[src/rtl/fetch_redirect_ctrl_pkg.sv]
// Shared redirect types: kind encoding (doubles as priority), FSM states, redirect bus layout.
// Kind ordering matters: a pending redirect may only be replaced by an equal or higher kind.
package fetch_redirect_ctrl_pkg;

    typedef enum logic [1:0] {
        RK_BPU     = 2'd0,
        RK_MISPRED = 2'd1,
        RK_EXC     = 2'd2,
        RK_ERET    = 2'd3
    } rkind_e;

    typedef enum logic [1:0] {
        IDLE   = 2'd0,
        PEND   = 2'd1,
        SQUASH = 2'd2
    } state_e;

    localparam int REDIRECT_BUS_WD = 1 + 2 + 32;

    typedef struct packed {
        logic        vld;
        rkind_e      kind;
        logic [31:0] pc;
    } redirect_bus_t;

    function automatic logic kind_flushes(input rkind_e k);
        return k != RK_BPU;
    endfunction

    function automatic logic kind_squashes(input rkind_e k);
        return (k == RK_EXC) || (k == RK_ERET);
    endfunction

endpackage

[src/rtl/fetch_redirect_ctrl_redirect_prio_sel.sv]
// Combinational redirect priority encoder: ERET > exception > mispredict > BPU.
// low_en_i masks mispredict/BPU so a squashed low request cannot mask nothing or win.
module redirect_prio_sel
    import fetch_redirect_ctrl_pkg::*;
#(
    parameter logic [31:0] EX_VECTOR = 32'hBFC00380
) (
    input  logic          eret_i,
    input  logic [31:0]   epc_i,
    input  logic          exc_i,
    input  logic          mispred_i,
    input  logic [31:0]   fix_pc_i,
    input  logic          bpu_vld_i,
    input  logic [31:0]   bpu_target_i,
    input  logic          low_en_i,
    output redirect_bus_t win_o
);

    always_comb begin
        win_o = '0;
        if (eret_i) begin
            win_o.vld  = 1'b1;
            win_o.kind = RK_ERET;
            win_o.pc   = epc_i;
        end else if (exc_i) begin
            win_o.vld  = 1'b1;
            win_o.kind = RK_EXC;
            win_o.pc   = EX_VECTOR;
        end else if (low_en_i && mispred_i) begin
            win_o.vld  = 1'b1;
            win_o.kind = RK_MISPRED;
            win_o.pc   = fix_pc_i;
        end else if (low_en_i && bpu_vld_i) begin
            win_o.vld  = 1'b1;
            win_o.kind = RK_BPU;
            win_o.pc   = bpu_target_i;
        end
    end

endmodule

[src/rtl/fetch_redirect_ctrl.sv]
// Pre-IF redirect arbiter: one registered pending slot (latency 1), held until fetch_ready,
// then a squash window after exception/ERET. FETCH_REDIRECT_PERF_EN adds consume counters.
module fetch_redirect_ctrl
    import fetch_redirect_ctrl_pkg::*;
#(
    parameter logic [31:0] EX_VECTOR     = 32'hBFC00380,
    parameter int          SQUASH_CYCLES = 2
) (
    input  logic        clk,
    input  logic        reset,
    input  logic        exc_flush,
    input  logic        eret,
    input  logic [31:0] epc,
    input  logic        br_mispredict,
    input  logic [31:0] br_fix_pc,
    input  logic        bpu_valid,
    input  logic [31:0] bpu_target,
    input  logic        fetch_ready,
    output logic        redirect_valid,
    output logic [31:0] redirect_pc,
    output logic [1:0]  redirect_kind,
    output logic        flush_fetch,
    output logic        squash_active,
    output logic [31:0] perf_mispredict,
    output logic [31:0] perf_bpu,
    output logic [31:0] perf_exc
);

    localparam logic [3:0] SQ_INIT = 4'(SQUASH_CYCLES);

    state_e        state_q, state_d;
    redirect_bus_t slot_q, slot_d;
    redirect_bus_t win;
    logic [3:0]    sq_cnt_q, sq_cnt_d;
    logic          flush_q, flush_d;
    logic          consume, squash_consume, low_en, accept;

    assign consume        = slot_q.vld & fetch_ready;
    // An exception/ERET leaving the slot this cycle already opens the wrong-path window.
    assign squash_consume = consume & kind_squashes(slot_q.kind);
    assign low_en         = (state_q != SQUASH) & ~squash_consume;
    assign accept         = win.vld & (~slot_q.vld | consume | (win.kind >= slot_q.kind));

    redirect_prio_sel #(
        .EX_VECTOR (EX_VECTOR)
    ) u_prio_sel (
        .eret_i       (eret),
        .epc_i        (epc),
        .exc_i        (exc_flush),
        .mispred_i    (br_mispredict),
        .fix_pc_i     (br_fix_pc),
        .bpu_vld_i    (bpu_valid),
        .bpu_target_i (bpu_target),
        .low_en_i     (low_en),
        .win_o        (win)
    );

    always_comb begin
        state_d  = state_q;
        slot_d   = slot_q;
        sq_cnt_d = sq_cnt_q;
        flush_d  = 1'b0;
        if (consume) begin
            slot_d.vld = 1'b0;
        end
        if (accept) begin
            slot_d   = win;
            flush_d  = kind_flushes(win.kind);
            state_d  = PEND;
            sq_cnt_d = '0;
        end else begin
            case (state_q)
                PEND: begin
                    if (squash_consume) begin
                        state_d  = SQUASH;
                        sq_cnt_d = SQ_INIT;
                    end else if (consume) begin
                        state_d = IDLE;
                    end
                end
                SQUASH: begin
                    if (sq_cnt_q <= 4'd1) begin
                        state_d  = IDLE;
                        sq_cnt_d = '0;
                    end else begin
                        sq_cnt_d = sq_cnt_q - 4'd1;
                    end
                end
                default: ;
            endcase
        end
    end

    always_ff @(posedge clk) begin
        if (reset) begin
            state_q  <= IDLE;
            slot_q   <= '0;
            sq_cnt_q <= '0;
            flush_q  <= 1'b0;
        end else begin
            state_q  <= state_d;
            slot_q   <= slot_d;
            sq_cnt_q <= sq_cnt_d;
            flush_q  <= flush_d;
        end
    end

    assign redirect_valid = slot_q.vld;
    assign redirect_pc    = slot_q.pc;
    assign redirect_kind  = slot_q.kind;
    assign flush_fetch    = flush_q;
    assign squash_active  = (state_q == SQUASH);

`ifdef FETCH_REDIRECT_PERF_EN
    logic [31:0] perf_mis_q, perf_bpu_q, perf_exc_q;

    always_ff @(posedge clk) begin
        if (reset) begin
            perf_mis_q <= '0;
            perf_bpu_q <= '0;
            perf_exc_q <= '0;
        end else if (consume) begin
            case (slot_q.kind)
                RK_MISPRED: perf_mis_q <= perf_mis_q + 32'd1;
                RK_BPU:     perf_bpu_q <= perf_bpu_q + 32'd1;
                default:    perf_exc_q <= perf_exc_q + 32'd1;
            endcase
        end
    end

    assign perf_mispredict = perf_mis_q;
    assign perf_bpu        = perf_bpu_q;
    assign perf_exc        = perf_exc_q;
`else
    assign perf_mispredict = '0;
    assign perf_bpu        = '0;
    assign perf_exc        = '0;
`endif

    // CP0 must never commit ERET and an exception together; ERET wins if it does.
    eret_exc_exclusive: assert property (@(posedge clk) disable iff (reset) !(eret && exc_flush));

endmodule

[config.mk]
export PLATFORM = sky130hd
export DESIGN_NAME = fetch_redirect_ctrl
export DESIGN_NICKNAME = d
export VERILOG_FILES = /design/src/rtl/fetch_redirect_ctrl_pkg.sv /design/src/rtl/fetch_redirect_ctrl_redirect_prio_sel.sv /design/src/rtl/fetch_redirect_ctrl.sv
export SDC_FILE = /design/constraint.sdc
export NUM_CORES = 1
export LEC_CHECK = 0
export ABC_AREA = 1
export CAP_MARGIN = 5
export CELL_PAD_IN_SITES_DETAIL_PLACEMENT = 1
export CELL_PAD_IN_SITES_GLOBAL_PLACEMENT = 1
export CORE_MARGIN = 1.5
export CORE_UTILIZATION = 22
export DETAILED_ROUTE_END_ITERATION = 16
export PLACE_DENSITY = 0.82
export SETUP_SLACK_MARGIN = 0.1
export SKIP_CTS_REPAIR_TIMING = 1
export SYNTH_ARGS = -nofsm -noshare
export SYNTH_HDL_FRONTEND = slang
export SYNTH_SLANG_ARGS = --single-unit
[constraint.sdc]
create_clock -name clk -period 2.3 [get_ports clk]
set_input_delay 0.69 -clock clk [delete_from_list [all_inputs] [get_ports clk]]
set_output_delay 0.69 -clock clk [all_outputs]
set_load 0.05 [all_outputs]
==> flow_metrics.env <==
export IMPL_finalCoreUtilization_pct=31.9
export IMPL_cts_buffer_depth=2
export IMPL_status="finished, final reports clean"
export IMPL_htree_levels=2
export IMPL_grt_first_pass_wirelength_um=19600
export IMPL_antenna_found_initial=0
export IMPL_wirelength_um=12900
export IMPL_die_width_um=133
export IMPL_grt_pass1_vias=3768
export IMPL_numCtsBuffers=5
export IMPL_io_pins=236
export IMPL_root_buffer="clkbuf_16"
export IMPL_diodes=0
export IMPL_die_y_um=133
export IMPL_clkTransAtPathRegs_ns=0.06
export IMPL_cts_sinks=42
export IMPL_cp_start_kind="flip-flop"
export IMPL_synth_area_um2=3740
export IMPL_grt_overflow=0
export IMPL_crit_slowest_cell="clkdlybuf4s50_1"
export IMPL_nets=833
export IMPL_cp_max_fo=3
export IMPL_finalHoldViolations=0
export IMPL_ys_types=27
export IMPL_syn_inst=592
export IMPL_p_leak_nw=2.61
export IMPL_placement_cell_area_um2=4990
export IMPL_dpl_hpwl_um=9560
export IMPL_skew_ns=0.00728
export IMPL_slew_violations=0
export IMPL_cellPowerDensity_nw_per_um2=528
export IMPL_fin_crit_ns=2.18
export IMPL_ys_seq_elements=42
export IMPL_area_growth_pct=41.2
export IMPL_avgViaCountPerCell=4.19
export IMPL_synth_warnings=0
export IMPL_slew_headroom_pct=53.0
export IMPL_worstSkewPairLatency_ns=0.28
export IMPL_design_area_um2=5280
export IMPL_avgRoutedWirePerCell_um=13.6
export IMPL_dr_pass1_iters=4
export IMPL_multi_input_area_um2=2130
export IMPL_gp_congestion=0.700
export IMPL_cts_tree="built"
export IMPL_num_rows=47
export IMPL_grt_max_degree=66
export IMPL_fmax_mhz=459
export IMPL_worst_slew_pin_transition_ns=0.705
export IMPL_period_share_pct=94.7
export IMPL_cp_num_buf_inv=1
export IMPL_ys_seq_area_share_pct=22.5
export IMPL_setup_viol=0
export IMPL_initial_utilization_pct=22.6
export IMPL_crit_chain="clkdlybuf4s50_1"
export IMPL_cp_slowest_stage_delay_ns=0.83
export IMPL_worstPathArrival_ns=1.49
export IMPL_avgSynthCellArea_um2=6.32
export IMPL_end_kind="output port"
export IMPL_path_delay_family="buffers and inverters"
export IMPL_drive_above_1_share_pct=8.41
export IMPL_hold_worst_slack_ns=0.465
export IMPL_crit_type="flip-flop to output port"
export IMPL_ant_nets=0
export IMPL_io_buffers=139
export IMPL_regArea_um2=842
export IMPL_vias=3960
export IMPL_dieArea_um2=17800
export IMPL_nFillCells=2167
export IMPL_first_iter_violations=129
export IMPL_final_cell_mix="159 x nand2_1, 130 x clkdlybuf4s50_1, 96 x conb_1"
export IMPL_maxCapViolCount=0
export IMPL_rsz0062_at_grt="true"
export IMPL_ir_worst_vdd_mv=0.274
export IMPL_crit_required_ns=1.61
export IMPL_hold_path_class="flip-flop to flip-flop"
export IMPL_coreArea_um2=16600
export IMPL_drc=0
export IMPL_grtUsageTotal_pct=13.6
export IMPL_layout_commonest_cell="nand2_1"
==> where the power goes <==
| group | leakage (nW) | switching, mW | internal (mW) | total, mW |
|---|---|---|---|---|
| Combinational | 2.19 | 0.849 | 0.398 | 1.25 |
| Sequential | 0.347 | 0.0376 | 0.786 | 0.823 |
| Clock | 0.0739 | 0.288 | 0.431 | 0.719 |
==> synthesized netlist by cell type <==
library cell,number,area (um^2)
a21oi_1,3,15.0
a21oi_4,1,16.3
buf_1,1,3.75
buf_2,21,105
buf_4,99,743
buf_6,6,67.6
clkbuf_1,9,33.8
clkbuf_2,1,5.00
conb_1,1,3.75
dfxtp_1,42,841
ha_1,6,75.1
inv_1,55,206
inv_2,3,11.3
nand2_1,159,597
nand2_4,1,11.3
nand3_1,48,240
nand3_2,2,20.0
nand3_4,2,35.0
nand3b_1,2,15.0
nand4_1,65,407
nor2_1,42,158
nor2_4,1,11.3
nor3_1,1,5.00
o21ai_0,11,55.1
o21ai_1,7,35.0
o21bai_1,1,7.51
xor2_1,2,17.5
==> flip-flops by register name, indices dropped and copies added (netlist names) <==
| register | flops |
|---|---|
| flush_fetch | 1 |
| redirect_kind | 2 |
| redirect_pc | 32 |
| redirect_valid | 1 |
| sq_cnt_q | 4 |
| state_q | 2 |
==> routing by layer <==
| metal | up-vias | track usage (%) | routed length, um |
|---|---|---|---|
| met5 | - | 0 | 0 |
| met1 | 1820 | 17.1 | 5650 |
| met3 | 9 | 2.05 | 794 |
| li1 | 1976 | - | - |
| met4 | 0 | 2.29 | 110 |
| met2 | 155 | 24.8 | 6300 |
==> metrics by stage <==
step | cells | power (mW) | worst slack (ns) | TNS [ns]
floorplan | 687 | 1.79 | 0.104 | 0
global placement | 929 | 2.03 | -0.306 | -11.30
detailed placement | 929 | 2.05 | -0.390 | -14.37
CTS | 937 | 2.79 | -0.105 | -2.61
global route | 945 | 2.95 | 0.00260 | 0
finish | 945 | 2.79 | 0.123 | 0
==> path summary, 6_finish.rpt <==
path | cells after the start | to | slack [ns] | startpoint
max | 1 | redirect_kind[0] | 0.12 | redirect_kind[0]$_SDFFE_PP0P_
min | 2 | redirect_pc[23]$_SDFFE_PP0P_ | 0.46 | redirect_pc[23]$_SDFFE_PP0P_
max reg2reg | 13 | redirect_pc[5]$_SDFFE_PP0P_ | 0.15 | state_q[0]$_SDFFE_PP0P_
min reg2reg | 2 | redirect_pc[23]$_SDFFE_PP0P_ | 0.46 | redirect_pc[23]$_SDFFE_PP0P_
==> cells by family after synthesis <==
group	after synthesis	synth area share, %
AOI/OAI and AO/OA	23	3.44
xor gates and xnor gates	2	0.468
adders and majority gates	6	2.01
buffers and inverters	195	31.4
DFF	42	22.5
other	1	0.100
and+or+nand+nor	323	40.1
==> area by class of cell <==
type	instances	area share (%)
flip-flops and latches	42	15.9
well taps	220	5.21
clock buffers	7	2.70
clock inverters	1	0.0947
inverters	58	4.12
multi-input cells	450	40.3
repair buffers	167	31.7
Power figures use the tool's default switching activity.
